**src/rtl/leds_racer_pkg.sv**
```systemverilog
// leds_racer_pkg: colour constants, default 50 MHz WS2812 timing and serializer types
package leds_racer_pkg;
    localparam int GRB_W = 24;
    localparam logic [GRB_W-1:0] BLUE   = 24'h0000FF;
    localparam logic [GRB_W-1:0] RED    = 24'h00FF00;
    localparam logic [GRB_W-1:0] GREEN  = 24'hFF0000;
    localparam logic [GRB_W-1:0] YELLOW = 24'hFFFF00;
    localparam logic [GRB_W-1:0] OFF    = 24'h000000;
    localparam int DEF_NUM_LEDS     = 109;
    localparam int DEF_T0H_CYCLES   = 20;
    localparam int DEF_T1H_CYCLES   = 40;
    localparam int DEF_TBIT_CYCLES  = 63;
    localparam int DEF_RESET_CYCLES = 15000;
    typedef enum logic [1:0] {IDLE, FETCH, SEND, LATCH} state_t;
    function automatic int max2(int a, int b);
        return a > b ? a : b;
    endfunction
endpackage

```
**src/rtl/ws2812_frame_serializer_if.sv**
```systemverilog
// ws2812_frame_serializer_if: game-core to serializer frame handshake and strip output
interface ws2812_frame_serializer_if
    import leds_racer_pkg::*;
#(
    parameter int IDX_W = 7
);
    logic             start;
    logic [GRB_W-1:0] color_grb;
    logic [IDX_W-1:0] led_index;
    logic             busy;
    logic             done;
    logic             leds_line;
    modport master (output start, color_grb, input led_index, busy, done, leds_line);
    modport slave  (input start, color_grb, output led_index, busy, done, leds_line);
endinterface

```
**src/rtl/ws2812_frame_serializer_bit_encoder.sv**
```systemverilog
// ws2812_bit_encoder: pulse-width timing of one bit, or of the low latch gap, on a registered line
module ws2812_bit_encoder
    import leds_racer_pkg::*;
#(
    parameter int T0H_CYCLES   = DEF_T0H_CYCLES,
    parameter int T1H_CYCLES   = DEF_T1H_CYCLES,
    parameter int TBIT_CYCLES  = DEF_TBIT_CYCLES,
    parameter int RESET_CYCLES = DEF_RESET_CYCLES
) (
    input  logic clk,
    input  logic reset,
    input  logic bit_start,
    input  logic bit_val,
    input  logic gap_start,
    output logic line,
    output logic bit_last
);
    localparam int CW = $clog2(max2(TBIT_CYCLES, RESET_CYCLES));
    logic [CW-1:0] cnt_q, cnt_d, thr_q, thr_d;
    logic          act_q, act_d, gap_q, gap_d, line_q;
    assign bit_last = act_q && cnt_q == (gap_q ? CW'(RESET_CYCLES - 1) : CW'(TBIT_CYCLES - 1));
    assign line = line_q;
    // the gap is a period whose high threshold is zero
    always_comb begin
        cnt_d = (bit_start || gap_start || bit_last) ? '0 : act_q ? cnt_q + 1'b1 : cnt_q;
        act_d = bit_start || gap_start || (act_q && !bit_last);
        gap_d = (bit_start || gap_start) ? gap_start : gap_q;
        thr_d = bit_start ? (bit_val ? CW'(T1H_CYCLES) : CW'(T0H_CYCLES)) : gap_start ? '0 : thr_q;
    end
    always_ff @(posedge clk) begin
        if (reset) begin
            cnt_q  <= '0;
            thr_q  <= '0;
            act_q  <= 1'b0;
            gap_q  <= 1'b0;
            line_q <= 1'b0;
        end else begin
            cnt_q  <= cnt_d;
            thr_q  <= thr_d;
            act_q  <= act_d;
            gap_q  <= gap_d;
            line_q <= act_d && cnt_d < thr_d;
        end
    end
endmodule

```
**src/rtl/ws2812_frame_serializer.sv**
```systemverilog
// ws2812_frame_serializer: walks the strip once per start, serialising each GRB colour, then latches
module ws2812_frame_serializer
    import leds_racer_pkg::*;
#(
    parameter int NUM_LEDS     = DEF_NUM_LEDS,
    parameter int T0H_CYCLES   = DEF_T0H_CYCLES,
    parameter int T1H_CYCLES   = DEF_T1H_CYCLES,
    parameter int TBIT_CYCLES  = DEF_TBIT_CYCLES,
    parameter int RESET_CYCLES = DEF_RESET_CYCLES,
    parameter int IDX_W        = NUM_LEDS > 1 ? $clog2(NUM_LEDS) : 1
) (
    input logic clk,
    input logic reset,
    ws2812_frame_serializer_if.slave bus
);
    localparam logic [IDX_W-1:0] LAST_IDX = IDX_W'(NUM_LEDS - 1);
    state_t           state_q, state_d;
    logic [GRB_W-2:0] sreg_q, sreg_d;
    logic [4:0]       bitn_q, bitn_d;
    logic [IDX_W-1:0] idx_q, idx_d;
    logic             last_q, last_d, done_q, done_d;
    logic             line, bit_last, bit_start, bit_val, gap_start, load, led_end;

    ws2812_bit_encoder #(
        .T0H_CYCLES  (T0H_CYCLES),
        .T1H_CYCLES  (T1H_CYCLES),
        .TBIT_CYCLES (TBIT_CYCLES),
        .RESET_CYCLES(RESET_CYCLES)
    ) u_enc (
        .clk      (clk),
        .reset    (reset),
        .bit_start(bit_start),
        .bit_val  (bit_val),
        .gap_start(gap_start),
        .line     (line),
        .bit_last (bit_last)
    );

    always_ff @(posedge clk) begin
        if (reset) state_q <= IDLE;
        else       state_q <= state_d;
    end

    // a start landing on the done cycle is dropped, so back-to-back frames leave one idle cycle
    always_comb begin
        state_d = state_q;
        case (state_q)
            IDLE:    state_d = bus.start && !done_q ? FETCH : IDLE;
            FETCH:   state_d = SEND;
            SEND:    state_d = gap_start ? LATCH : SEND;
            LATCH:   state_d = bit_last ? IDLE : LATCH;
            default: state_d = IDLE;
        endcase
    end

    always_comb begin
        led_end   = state_q == SEND && bit_last && bitn_q == 5'd23;
        load      = state_q == FETCH || (led_end && !last_q);
        gap_start = led_end && last_q;
        bit_start = load || (state_q == SEND && bit_last && !led_end);
        bit_val   = load ? bus.color_grb[GRB_W-1] : sreg_q[GRB_W-2];
        sreg_d    = load ? bus.color_grb[GRB_W-2:0] : bit_start ? {sreg_q[GRB_W-3:0], 1'b0} : sreg_q;
        bitn_d    = load ? '0 : bit_start ? bitn_q + 1'b1 : bitn_q;
        // prefetch the next colour as soon as the current LED starts; saturate on the last one
        idx_d     = (state_q == LATCH && bit_last) ? '0 : (load && idx_q != LAST_IDX) ? idx_q + 1'b1 : idx_q;
        last_d    = load ? idx_q == LAST_IDX : last_q;
        done_d    = state_q == LATCH && bit_last;
    end

    always_ff @(posedge clk) begin
        if (reset) begin
            sreg_q <= '0;
            bitn_q <= '0;
            idx_q  <= '0;
            last_q <= 1'b0;
            done_q <= 1'b0;
        end else begin
            sreg_q <= sreg_d;
            bitn_q <= bitn_d;
            idx_q  <= idx_d;
            last_q <= last_d;
            done_q <= done_d;
        end
    end

    assign bus.led_index = idx_q;
    assign bus.busy      = state_q != IDLE;
    assign bus.done      = done_q;
    assign bus.leds_line = line;
endmodule

```
**src/flat_wrapper.sv**
```systemverilog
// flat-port wrapper written by rule: the top's interface ports become plain ports
module ws2812_frame_serializer_flat import leds_racer_pkg::*;
#(
    parameter int NUM_LEDS     = DEF_NUM_LEDS,
    parameter int T0H_CYCLES   = DEF_T0H_CYCLES,
    parameter int T1H_CYCLES   = DEF_T1H_CYCLES,
    parameter int TBIT_CYCLES  = DEF_TBIT_CYCLES,
    parameter int RESET_CYCLES = DEF_RESET_CYCLES,
    parameter int IDX_W        = NUM_LEDS > 1 ? $clog2(NUM_LEDS) : 1
)
  (clk, reset, bus_start, bus_color_grb, bus_led_index, bus_busy, bus_done, bus_leds_line);
  ws2812_frame_serializer_if #(.IDX_W(IDX_W)) bus_i ();
  input logic clk;
  input logic reset;
  input wire logic [$bits(bus_i.start)-1:0] bus_start;
  input wire logic [$bits(bus_i.color_grb)-1:0] bus_color_grb;
  output wire logic [$bits(bus_i.led_index)-1:0] bus_led_index;
  output wire logic [$bits(bus_i.busy)-1:0] bus_busy;
  output wire logic [$bits(bus_i.done)-1:0] bus_done;
  output wire logic [$bits(bus_i.leds_line)-1:0] bus_leds_line;
  assign bus_i.start = bus_start;
  assign bus_i.color_grb = bus_color_grb;
  assign bus_led_index = bus_i.led_index;
  assign bus_busy = bus_i.busy;
  assign bus_done = bus_i.done;
  assign bus_leds_line = bus_i.leds_line;
  ws2812_frame_serializer #(.NUM_LEDS(NUM_LEDS), .T0H_CYCLES(T0H_CYCLES), .T1H_CYCLES(T1H_CYCLES), .TBIT_CYCLES(TBIT_CYCLES), .RESET_CYCLES(RESET_CYCLES), .IDX_W(IDX_W)) u_core (.clk(clk), .reset(reset), .bus(bus_i));
endmodule
```
**config.mk**
```make
export PLATFORM = sky130hd
export DESIGN_NAME = ws2812_frame_serializer_flat
export DESIGN_NICKNAME = d
export VERILOG_FILES = /design/src/rtl/leds_racer_pkg.sv /design/src/rtl/ws2812_frame_serializer_if.sv /design/src/rtl/ws2812_frame_serializer_bit_encoder.sv /design/src/rtl/ws2812_frame_serializer.sv /design/src/flat_wrapper.sv
export SDC_FILE = /design/constraint.sdc
export NUM_CORES = 1
export LEC_CHECK = 0
export CAP_MARGIN = 30
export CORE_UTILIZATION = 27
export CTS_BUF_LIST = sky130_fd_sc_hd__clkbuf_2
export DETAILED_ROUTE_END_ITERATION = 16
export GPL_ROUTABILITY_DRIVEN = 0
export MAX_ROUTING_LAYER = met4
export RECOVER_POWER = 100
export SKIP_LAST_GASP = 1
export SLEW_MARGIN = 40
export SYNTH_ARGS = -nofsm -noshare
export SYNTH_HDL_FRONTEND = slang
export SYNTH_SLANG_ARGS = --single-unit
```
**constraint.sdc**
```tcl
create_clock -name clk -period 7.7 [get_ports clk]
set_input_delay 0.77 -clock clk [delete_from_list [all_inputs] [get_ports clk]]
set_output_delay 0.77 -clock clk [all_outputs]
set_load 0.005 [all_outputs]
```
# [Word level (Yosys, flattened, before mapping)]
# Cells that the tools add are included.
[classes] n_mux=13 order_cmp=1 add_sub_neg=3 eq_ne=7 n_reduce_logical=25
[op_table] op="14-bit two-way mux" n=5
[op_table] op="23-bit two-way mux" n=2
[op_table] op="14-bit by 1-bit adder with 14-bit output, second input constant" n=1
[op_table] op="14-bit == test" n=1
[op_table] op="14-bit less-than comparator" n=1
[op_table] op="1-bit logical AND" n=11
[op_table] op="2-bit one-hot mux with 4 select lines" n=1
[op_table] op="7-bit by 1-bit adder with 7-bit output, second input constant" n=1
[op_table] op="7-bit == test, second input constant" n=1
[op_table] op="7-bit inequality test, second input constant" n=1
[op_table] op="6-bit two-way mux" n=1
[op_table] op="5-bit by 1-bit adder with 5-bit output, second input constant" n=1
[op_table] op="5-bit == test, second input constant" n=1
[op_table] op="1-bit logical OR" n=5
[op_table] op="2-bit == test, second input constant" n=2
[op_table] op="1-bit zero test" n=4
[op_table] op="2-bit nonzero test" n=2
[op_table] op="2-bit OR reduction" n=2
[op_table] op="1-bit two-way mux" n=3
[op_table] op="2-bit by 1-bit == test with 1-bit output, second input constant" n=1
[op_table] op="2-bit zero test" n=1
[op_table] op="2-bit two-way mux" n=1
[word_totals] elab_cells=60 register_bits=70 output_inout_bits=10 inputBits=27

# [Logic depth before layout (Yosys ltp)]
# Gate-level depths: netlist of the first run.
[depth] ltp_word=13 mapped_depth=13

# [Modules after synthesis]
# Synthesis of the first run repeated with hierarchy kept, for this count alone.
[hier_totals] cells_unflattened=413 area_unflattened_um2=3398.3
[modules_own_cells] module="ws2812_frame_serializer" area_each_um2=1821.7 seq_area_each_um2=780.7 cells_each=228 n_inst=1
[modules_own_cells] module="ws2812_bit_encoder" area_each_um2=1576.5 seq_area_each_um2=620.6 cells_each=185 n_inst=1

# [Worst setup path after synthesis of the first run]
# OpenSTA, ideal clock, no wires.
[synth_path] path_kind="register to register" startpoint="register u_core.u_enc.cnt_q[11]" endpoint="register u_core.u_enc.line_q (netlist: u_core.u_enc.line)" setup_slack_ns=4.665 n_path_buf=2 period_less_slack_ns=3.035 stages_incl_launch_ff=14 arrival_ns=2.913 required_time_ns=7.578 setup_ns=0.122 path_cell_list="dfxtp_1 > or4_4 > mux2i_4 > and3_1 > clkbuf_1 > a21o_1 > buf_2 > nor2_1 > ha_1 > nand4_1 > nor4_1 > a221oi_1 > o211ai_1 > nor4b_1"
[synth_via] elab_chain_cells=12
[synth_lines] item="from (decl)" line="ws2812_frame_serializer_bit_encoder.sv:19" rtl="logic [CW-1:0] cnt_q, cnt_d, thr_q, thr_d;"
[synth_lines] item="from (signal assigned)" line="ws2812_frame_serializer_bit_encoder.sv:38" rtl="cnt_q <= cnt_d;"
[synth_lines] item="parallel branches: the longest is 9 deep, another holds 14-bit by 1-bit adder with 14-bit output"
[synth_lines] item="14-bit two-way mux (*)" line="ws2812_frame_serializer_bit_encoder.sv:25" rtl="cnt_d = (bit_start || gap_start || bit_last) ? '0 : act_q ? cnt_q + 1'b1 : cnt_q;"
[synth_lines] item="net u_core.u_enc.cnt_d[12]" line="ws2812_frame_serializer_bit_encoder.sv:19"
[synth_lines] item="14-bit less-than comparator (*)" line="ws2812_frame_serializer_bit_encoder.sv:42" rtl="line_q <= act_d && cnt_d < thr_d;"
[synth_lines] item="1-bit logical AND (*)" line="ws2812_frame_serializer_bit_encoder.sv:42"
[synth_lines] item="to (signal assigned)" line="ws2812_frame_serializer_bit_encoder.sv:42"
[synth_lines] item="to (decl)" line="ws2812_frame_serializer_bit_encoder.sv:20" rtl="logic act_q, act_d, gap_q, gap_d, line_q;"
# Mark *: on every way through the listed nets, which the timed path passes.
# A chain may end at the register's enable or synchronous reset.

# [Worst setup path in the final report of the first run]
# Ends and elaborated chain as after synthesis.

==> results of run 1 <==
## state kept, by name, summed over array words and instances, names as in the netlist
signal	count
u_core.u_enc.line	1
u_core.bus.led_index	7
u_core.sreg_q	23
u_core.u_enc.gap_q	1
u_core.u_enc.cnt_q	14
u_core.u_enc.thr_q	14
u_core.u_enc.act_q	1
u_core.bitn_q	5
u_core.state_q	2
u_core.bus.done	1
u_core.last_q	1
## stage by stage
step	util [%]	instance area [um^2]	setup slack, ps	hold WS, ps
CTS	32.11	4253	4186	473.2
detailed placement	31.08	4116	4218	446.8
finish	31.84	4217	3634	463.4
global route	31.84	4217	3290	492.5
floorplan	-	3656	4665	429.4
global placement	30.97	4101	4358	445.9
## kinds of logic after synthesis
group                      count (synthesis)  share of synthesized area (%)
and+or+nand+nor                          208                          29.16
DFF                                       70                          38.33
muxes                                      9                          2.841
buffers and inverters                     35                          5.133
adders and majority gates                 17                          5.818
xor gates and xnor gates                  14                          3.354
AOI/OAI and AO/OA                         84                          15.37
## cell usage after synthesis (all sizes together), types with 8 or more instances
| library cell | n | area (um^2) |
|---|---|---|
| a21oi | 34 | 170.2 |
| and2 | 14 | 87.58 |
| nand4 | 14 | 87.58 |
| nor3 | 8 | 40.04 |
| clkbuf | 19 | 71.32 |
| xor2 | 9 | 78.83 |
| nand3 | 21 | 110.1 |
| and3 | 10 | 67.56 |
| a311oi | 22 | 192.7 |
| mux2i | 8 | 92.59 |
| nand2b | 8 | 50.05 |
| dfxtp | 70 | 1401 |
| ha | 17 | 212.7 |
| buf | 10 | 93.84 |
| nand2 | 71 | 266.5 |
| nor2 | 35 | 131.4 |
## power by group through the flow
| stage | Combinational [mW] | Clock (mW) | Sequential (mW) |
|---|---|---|---|
| floorplan | 0.0507 | 0 | 0.391 |
| global route | 0.0853 | 0.270 | 0.389 |
| global placement | 0.0756 | 0 | 0.394 |
| finish | 0.0763 | 0.244 | 0.387 |
| detailed placement | 0.0779 | 0 | 0.394 |
| CTS | 0.0785 | 0.252 | 0.387 |
## worst paths after layout
| path | endpoint | slack (ps) | cells after the start |
|---|---|---|---|
| setup reg to reg | u_core.u_enc.line | 3630 | 11 |
| hold / removal | u_core.sreg_q[4] | 460 | 2 |
| hold reg to reg | u_core.sreg_q[4] | 460 | 2 |
| setup / recovery | u_core.u_enc.line | 3630 | 11 |
## worst register-to-register path, stage by stage (launching register included)
cell and delay [ps]:
dfxtp_1 380, or4_2 660, mux2i_1 680, and3_1 410
a21o_1 370, nor2_1 100, ha_1 330, nand4_1 160
nor4_1 510, a221oi_1 180, o211ai_1 130, nor4b_1 70
## layout by cell type (no fill, tap or decap), types with 3 or more instances in the layout
| cell | synthesis | routed |
|---|---|---|
| a21o_1 | 4 | 4 |
| a31oi_1 | 4 | 4 |
| xnor2_1 | 5 | 5 |
| and2_0 | 0 | 9 |
| a21oi_1 | 34 | 34 |
| nand2b_1 | 8 | 8 |
| clkdlybuf4s50_1 | 0 | 26 |
| xor2_1 | 9 | 9 |
| buf_4 | 1 | 3 |
| o21ai_0 | 6 | 6 |
| or2_2 | 3 | 3 |
| inv_1 | 6 | 6 |
| ha_1 | 17 | 17 |
| o211ai_1 | 4 | 4 |
| dlygate4sd3_1 | 0 | 10 |
| nor2_1 | 35 | 35 |
| clkbuf_2 | 0 | 10 |
| nand2_1 | 71 | 71 |
| dfxtp_1 | 70 | 70 |
| nand4_1 | 14 | 14 |
| and2_1 | 14 | 5 |
| a211oi_1 | 3 | 4 |
| mux2i_1 | 7 | 8 |
| nor4_1 | 3 | 3 |
| nor3_1 | 8 | 8 |
| and3_1 | 9 | 9 |
| nand3_1 | 20 | 20 |
| a311oi_1 | 22 | 22 |
| nor3b_1 | 3 | 3 |
## cell type report
| class | instances | area share [%] |
|---|---|---|
| clock inverter | 6 | 2.047 |
| inverter | 6 | 0.5341 |
| multi-input combinational | 332 | 48.61 |
| clock buffer | 10 | 1.187 |
| sequential | 70 | 33.23 |
| tap | 176 | 5.223 |
| timing repair buffer | 40 | 9.169 |
## per-layer routing
| metal | routed length (um) | share of wire (%) | track usage [%] |
|---|---|---|---|
| met1 | 4242 | 48 | 17.01 |
| met2 | 4064 | 46 | 21.40 |
| met3 | 456 | 5.1 | 4.199 |
| met4 | 126 | 1.4 | 3.766 |
| met5 | 0 | 0 | - |
==> key figures, run 1 <==
Detailed routing
  • Total Wirelength: 8889 um
  • Starting DRC count in detailed routing: 287
  • Via density: 5.023
  • DRC: 0
  • Final ANT Viol Nets: 0
  • Pre-antenna DRT Iters: 4
  • Wire per inst: 13.89 um
  • Via count: 3215

Floorplanning
  • Core area: 0.01324 mm^2
  • Die Ht: 118.4 um
  • # IOs: 37
  • Initial Util: 27.61%
  • Die width: 118.4 um
  • Die area: 0.01401 mm^2
  • # rows: 42

Pwr
  • Pint: 0.5200 mW
  • Total power draw: 0.7071 mW
  • Clock power share: 34.5%
  • Logic pwr share: 10.8%
  • LEAKAGE: 1.481 nW
  • Switching power: 0.1871 mW
  • PD cells: 167.7 mW/mm^2
  • Max VDD drop: 76.48 uV
  • Switch share: 26.46%
  • Reg power frac: 54.7%

Synthesis
  • Post-Syn Area: 0.003656 mm^2
  • Ys flop type: dfxtp_1
  • Syn avg cell area: 8.366 um^2
  • Warnings from Yosys: 0
  • Number of synthesized flops with an enable pin: 0
  • Synth Instances: 437
  • Synthesized Nets: 481
  • Netlist cell types: 53
  • Asr flop ratio synth: 0%
  • Sequential area share after synthesis: 38.33%
  • #FFs+latches synth: 70

CTS
  • Worst-Skew Late Latency: 550 ps
  • Gates resized, CTS repair: 0
  • Hold buffers post-CTS: 0
  • Root Driver: clkbuf_2
  • Worst-path clk slew: 220 ps
  • Number of H-tree levels: 3
  • CTS Sinks: 70
  • CTS tree: done
  • Post-CTS Setup Inserts: 0
  • Clock Path Buffers: 2
  • TritonCTS Buffers: 9

Job
  • Max Cap Violations: 0

Setup path
  • CP endpoint kind: flip-flop
  • Worst path cell trace: or4_2 > mux2i_1 > and3_1 > a21o_1 > nor2_1 > ha_1 > nand4_1 > nor4_1 > a221oi_1 > o211ai_1 > nor4b_1
  • Crit-path leading delay family: simple AND/OR/NAND/NOR gates
  • Crit-path max FO: 13
  • CP bufs+invs: 0
  • Critical Path Source: u_core.u_enc.cnt_q[11]
  • Worst r2r src: u_core.u_enc.cnt_q[11]
  • Startpoint Class: flip-flop
  • Slowest-stage cell, CP: mux2i_1
  • Slowest stage delay, CP: 680 ps
  • CP Class: reg -> reg
  • CP required: 8120 ps
  • Critical Path AT: 4490 ps

Finish
  • # fillers: 1425
  • Final net count: 503
  • Area of the multi-input gates: 0.002049 mm^2
  • Area grow syn2layout: 15.33%
  • Layout cells sized above 1: 6.466%
  • Final cell count without fillers: 640
  • Register Area: 0.001401 mm^2
  • Number of diodes: 0

Worst hold path
  • Worst hold-check path type: reg -> reg
  • Hold Path Origin: u_core.sreg_q[3]

Placed design
  • Post-DP HPWL: 6076 um
  • Port Buffers: 36
  • Placed cells: 624

Global routing
  • Number of global-route vias before repair: 3114
  • Initial antenna violation count: 0
  • Largest net degree at the start of global routing: 41
  • Total track usage: 13.69%
  • First-pass GRT wire length: 15160 um
  • Total grt overflow: 0

Timing
  • Unrepaired setup endpoints after global routing: false
  • Clock Skew: 38.62 ps
  • Fmax: 245.9 MHz
  • Setup tns final: 0 ps
  • Period Utilization, post-route: 52.81%
  • Endpoints failing setup: 0
  • Slew @ Worst Pin: 1354 ps
  • Hold Vio Cnt, Final: 0
  • Tmin final: 4066 ps
  • Max-slew violations: 0
  • Relative slew slack: 9.708%

Status
  • Status: completed
No activity file was read; power rests on OpenSTA's default activity.
==> run 2, diff against run 1 <==
- clock period: 7.7 -> 3.9 ns (I/O delays scaled with it)
==> run 2 against run 1 <==
First-iteration DRC count is 14% lower. Sequential power is 96% higher. Hold slack better by 9.7 ps. Clock power is 60% higher. Die area stayed put. Combinational power is 110% higher. Clock skew is 12 ps lower. Utilization is 0.076 points lower. Sequential share of layout area is 0.079 points higher.
==> key figures, run 2 (synthesis gave the netlist of run 1 again) <==
Detailed routing
  • Via count: 3195 (-0.62%)
  • Pre-antenna DRT Iters: 5 (+1)
  • Starting DRC count in detailed routing: 248 (-14%)
  • Total Wirelength: 8909 um (+0.22%)
  • Final ANT Viol Nets: 0 (unchanged)
  • DRC: 0 (unchanged)
  • Wire per inst: 13.90 um (about the same)
  • Via density: 4.984 (-0.78%)

Timing
  • Slew @ Worst Pin: 1271 ps (-82.94 ps)
  • Relative slew slack: 15.24% (+5.5 points)
  • Clock Skew: 26.97 ps (-11.65 ps)
  • Tmin final: 3596 ps (-469.7 ps)
  • Setup tns final: 0 ps (unchanged)
  • Fmax: 278.1 MHz (+13%)
  • Period Utilization, post-route: 92.22% (+39 points)
  • Unrepaired setup endpoints after global routing: false
  • Endpoints failing setup: 0 (unchanged)
  • Hold Slack: 473.1 ps (+9.705 ps)
  • Max-slew violations: 0 (unchanged)
  • Hold Vio Cnt, Final: 0 (unchanged)

Global routing
  • Total grt overflow: 0 (unchanged)
  • Initial antenna violation count: 0 (unchanged)
  • Largest net degree at the start of global routing: 37 (-9.8%)
  • Total track usage: 13.53% (-0.16 points)
  • Number of global-route vias before repair: 3094 (-0.64%)
  • First-pass GRT wire length: 14990 um (-1.1%)

Finish
  • Register Area: 0.001401 mm^2 (unchanged)
  • Area grow syn2layout: 15.06%
  • Utilization after layout: 31.76% (-0.076 points)
  • Largest Register: u_core.sreg_q
  • Final net count: 506 (+0.60%)
  • Number of diodes: 0 (unchanged)
  • Most frequent cells in the layout: 71 x nand2_1, 70 x dfxtp_1, 35 x nor2_1
  • Area of the multi-input gates: 0.002056 mm^2 (+0.30%)
  • Design Area, Final: 0.004207 mm^2 (-0.24%)
  • Commonest non-fill, non-tap cell in the layout: nand2_1
  • # fillers: 1423 (-0.14%)
  • Largest register FFs: 23 (unchanged)
  • Layout cells sized above 1: 6.022% (-0.44 points)
  • Top flop regs: u_core.sreg_q x23, u_core.u_enc.cnt_q x14, u_core.u_enc.thr_q x14

Setup path
  • CP required: 4310 ps (-3810 ps)
  • Crit-path max FO: 13 (unchanged)
  • Startpoint Class: flip-flop
  • CP Class: reg -> reg
  • CP endpoint kind: flip-flop
  • Setup slack, reg-to-reg: 300 ps (-3330 ps)
  • Critical Path AT: 4010 ps (-480 ps)

CTS
  • Gates resized, CTS repair: 0 (unchanged)
  • TritonCTS Buffers: 9 (unchanged)
  • CTS tree: done
  • Number of H-tree levels: 3 (unchanged)
  • Root Driver: clkbuf_2
  • Worst-Skew Late Latency: 510 ps (-40 ps)
  • Clock Path Buffers: 2 (unchanged)
  • Hold buffers post-CTS: 0 (unchanged)
  • Post-CTS Setup Inserts: 0 (unchanged)
  • CTS Sinks: 70 (unchanged)
  • Worst-path clk slew: 190 ps (-30 ps)

Worst hold path
  • Worst hold-check path type: in -> reg

Placed design
  • Area post-placement: 0.004136 mm^2 (+0.49%)
  • Post-DP HPWL: 6218 um (+2.4%)
  • Port Buffers: 36 (unchanged)

Floorplanning
  • Die width: 118.4 um (unchanged)
  • Die Ht: 118.4 um (unchanged)
  • Core area: 0.01324 mm^2 (unchanged)
  • # IOs: 37 (unchanged)
  • Initial Util: 27.61% (unchanged)
  • # rows: 42 (unchanged)
  • Die area: 0.01401 mm^2 (unchanged)

Pwr
  • Logic pwr share: 12.2% (+1.4 points)
  • PD cells: 311.8 mW/mm^2 (+86%)
  • Pint: 0.9544 mW (+84%)
  • Max VDD drop: 108.6 uV (+42%)
  • Clock power share: 29.8% (-4.7 points)
  • Reg power frac: 57.9% (+3.2 points)
  • Switch share: 27.22% (+0.76 points)
  • Switching power: 0.3569 mW (+91%)
  • LEAKAGE: 1.482 nW (about the same)

Status
  • Status: completed

Job
  • Max Cap Violations: 0 (unchanged)
run 2: final cells by class:
class	instances	area share, %
flip-flops and latches	70	33.31
multi-input cells	332	48.87
well taps	176	5.235
clock buffers	9	1.071
repair buffers	43	9.726
inverters	6	0.5354
clock inverters	5	1.249
run 2: path summary, 6_finish.rpt:
kind,from,endpoint,cells after the start
min reg2reg,u_core.u_enc.thr_q[6],u_core.u_enc.thr_q[6],1
max reg2reg,u_core.u_enc.cnt_q[11],u_core.u_enc.line,11
min,bus_color_grb[8],u_core.sreg_q[8],3
max,u_core.u_enc.cnt_q[11],u_core.u_enc.line,11
run 2: through the flow:
| stage | power, mW | setup slack (ps) | instances |
|---|---|---|---|
| after floorplan | 0.8716 | 865.3 | 437 |
| after global placement | 0.9306 | 516.7 | 627 |
| after detailed placement | 0.9360 | 337.2 | 627 |
| after CTS | 1.328 | 309.9 | 641 |
| after global routing | 1.375 | 71.02 | 641 |
| final | 1.311 | 303.6 | 641 |
run 2: power by group through the flow:
stage / registers [mW] / clock network [mW] / logic, mW
global placement: 0.774 / 0 / 0.157
detailed placement: 0.775 / 0 / 0.161
finish: 0.760 / 0.391 / 0.160
floorplan: 0.771 / 0 / 0.100
CTS: 0.760 / 0.406 / 0.163
global route: 0.764 / 0.433 / 0.178
run 2: worst max-delay path, cell delays in order (launching register included):
cell and delay, ps:
dfxtp_1 380, or4_4 550, mux2i_4 330, and3_1 360, a21o_1 400, nor2_1 120, ha_1 320, nand4_1 150
nor4_1 510, a221oi_1 180, o211ai_1 130, nor4b_1 70
run 2: routing by layer:
| layer | vias up | GRT usage (%) | wire length [um] |
|---|---|---|---|
| met5 | - | - | 0 |
| met4 | 0 | 3.365 | 78 |
| met3 | 12 | 3.475 | 447 |
| met2 | 86 | 20.74 | 4061 |
| met1 | 1480 | 17.70 | 4321 |
| li1 | 1617 | - | - |
==> run 3, diff against run 2 <==
- HOLD_SLACK_MARGIN: default -> 0.02
==> results of run 3 <==
Same layout as run 2: the final DEF is identical, and so are final timing and power.
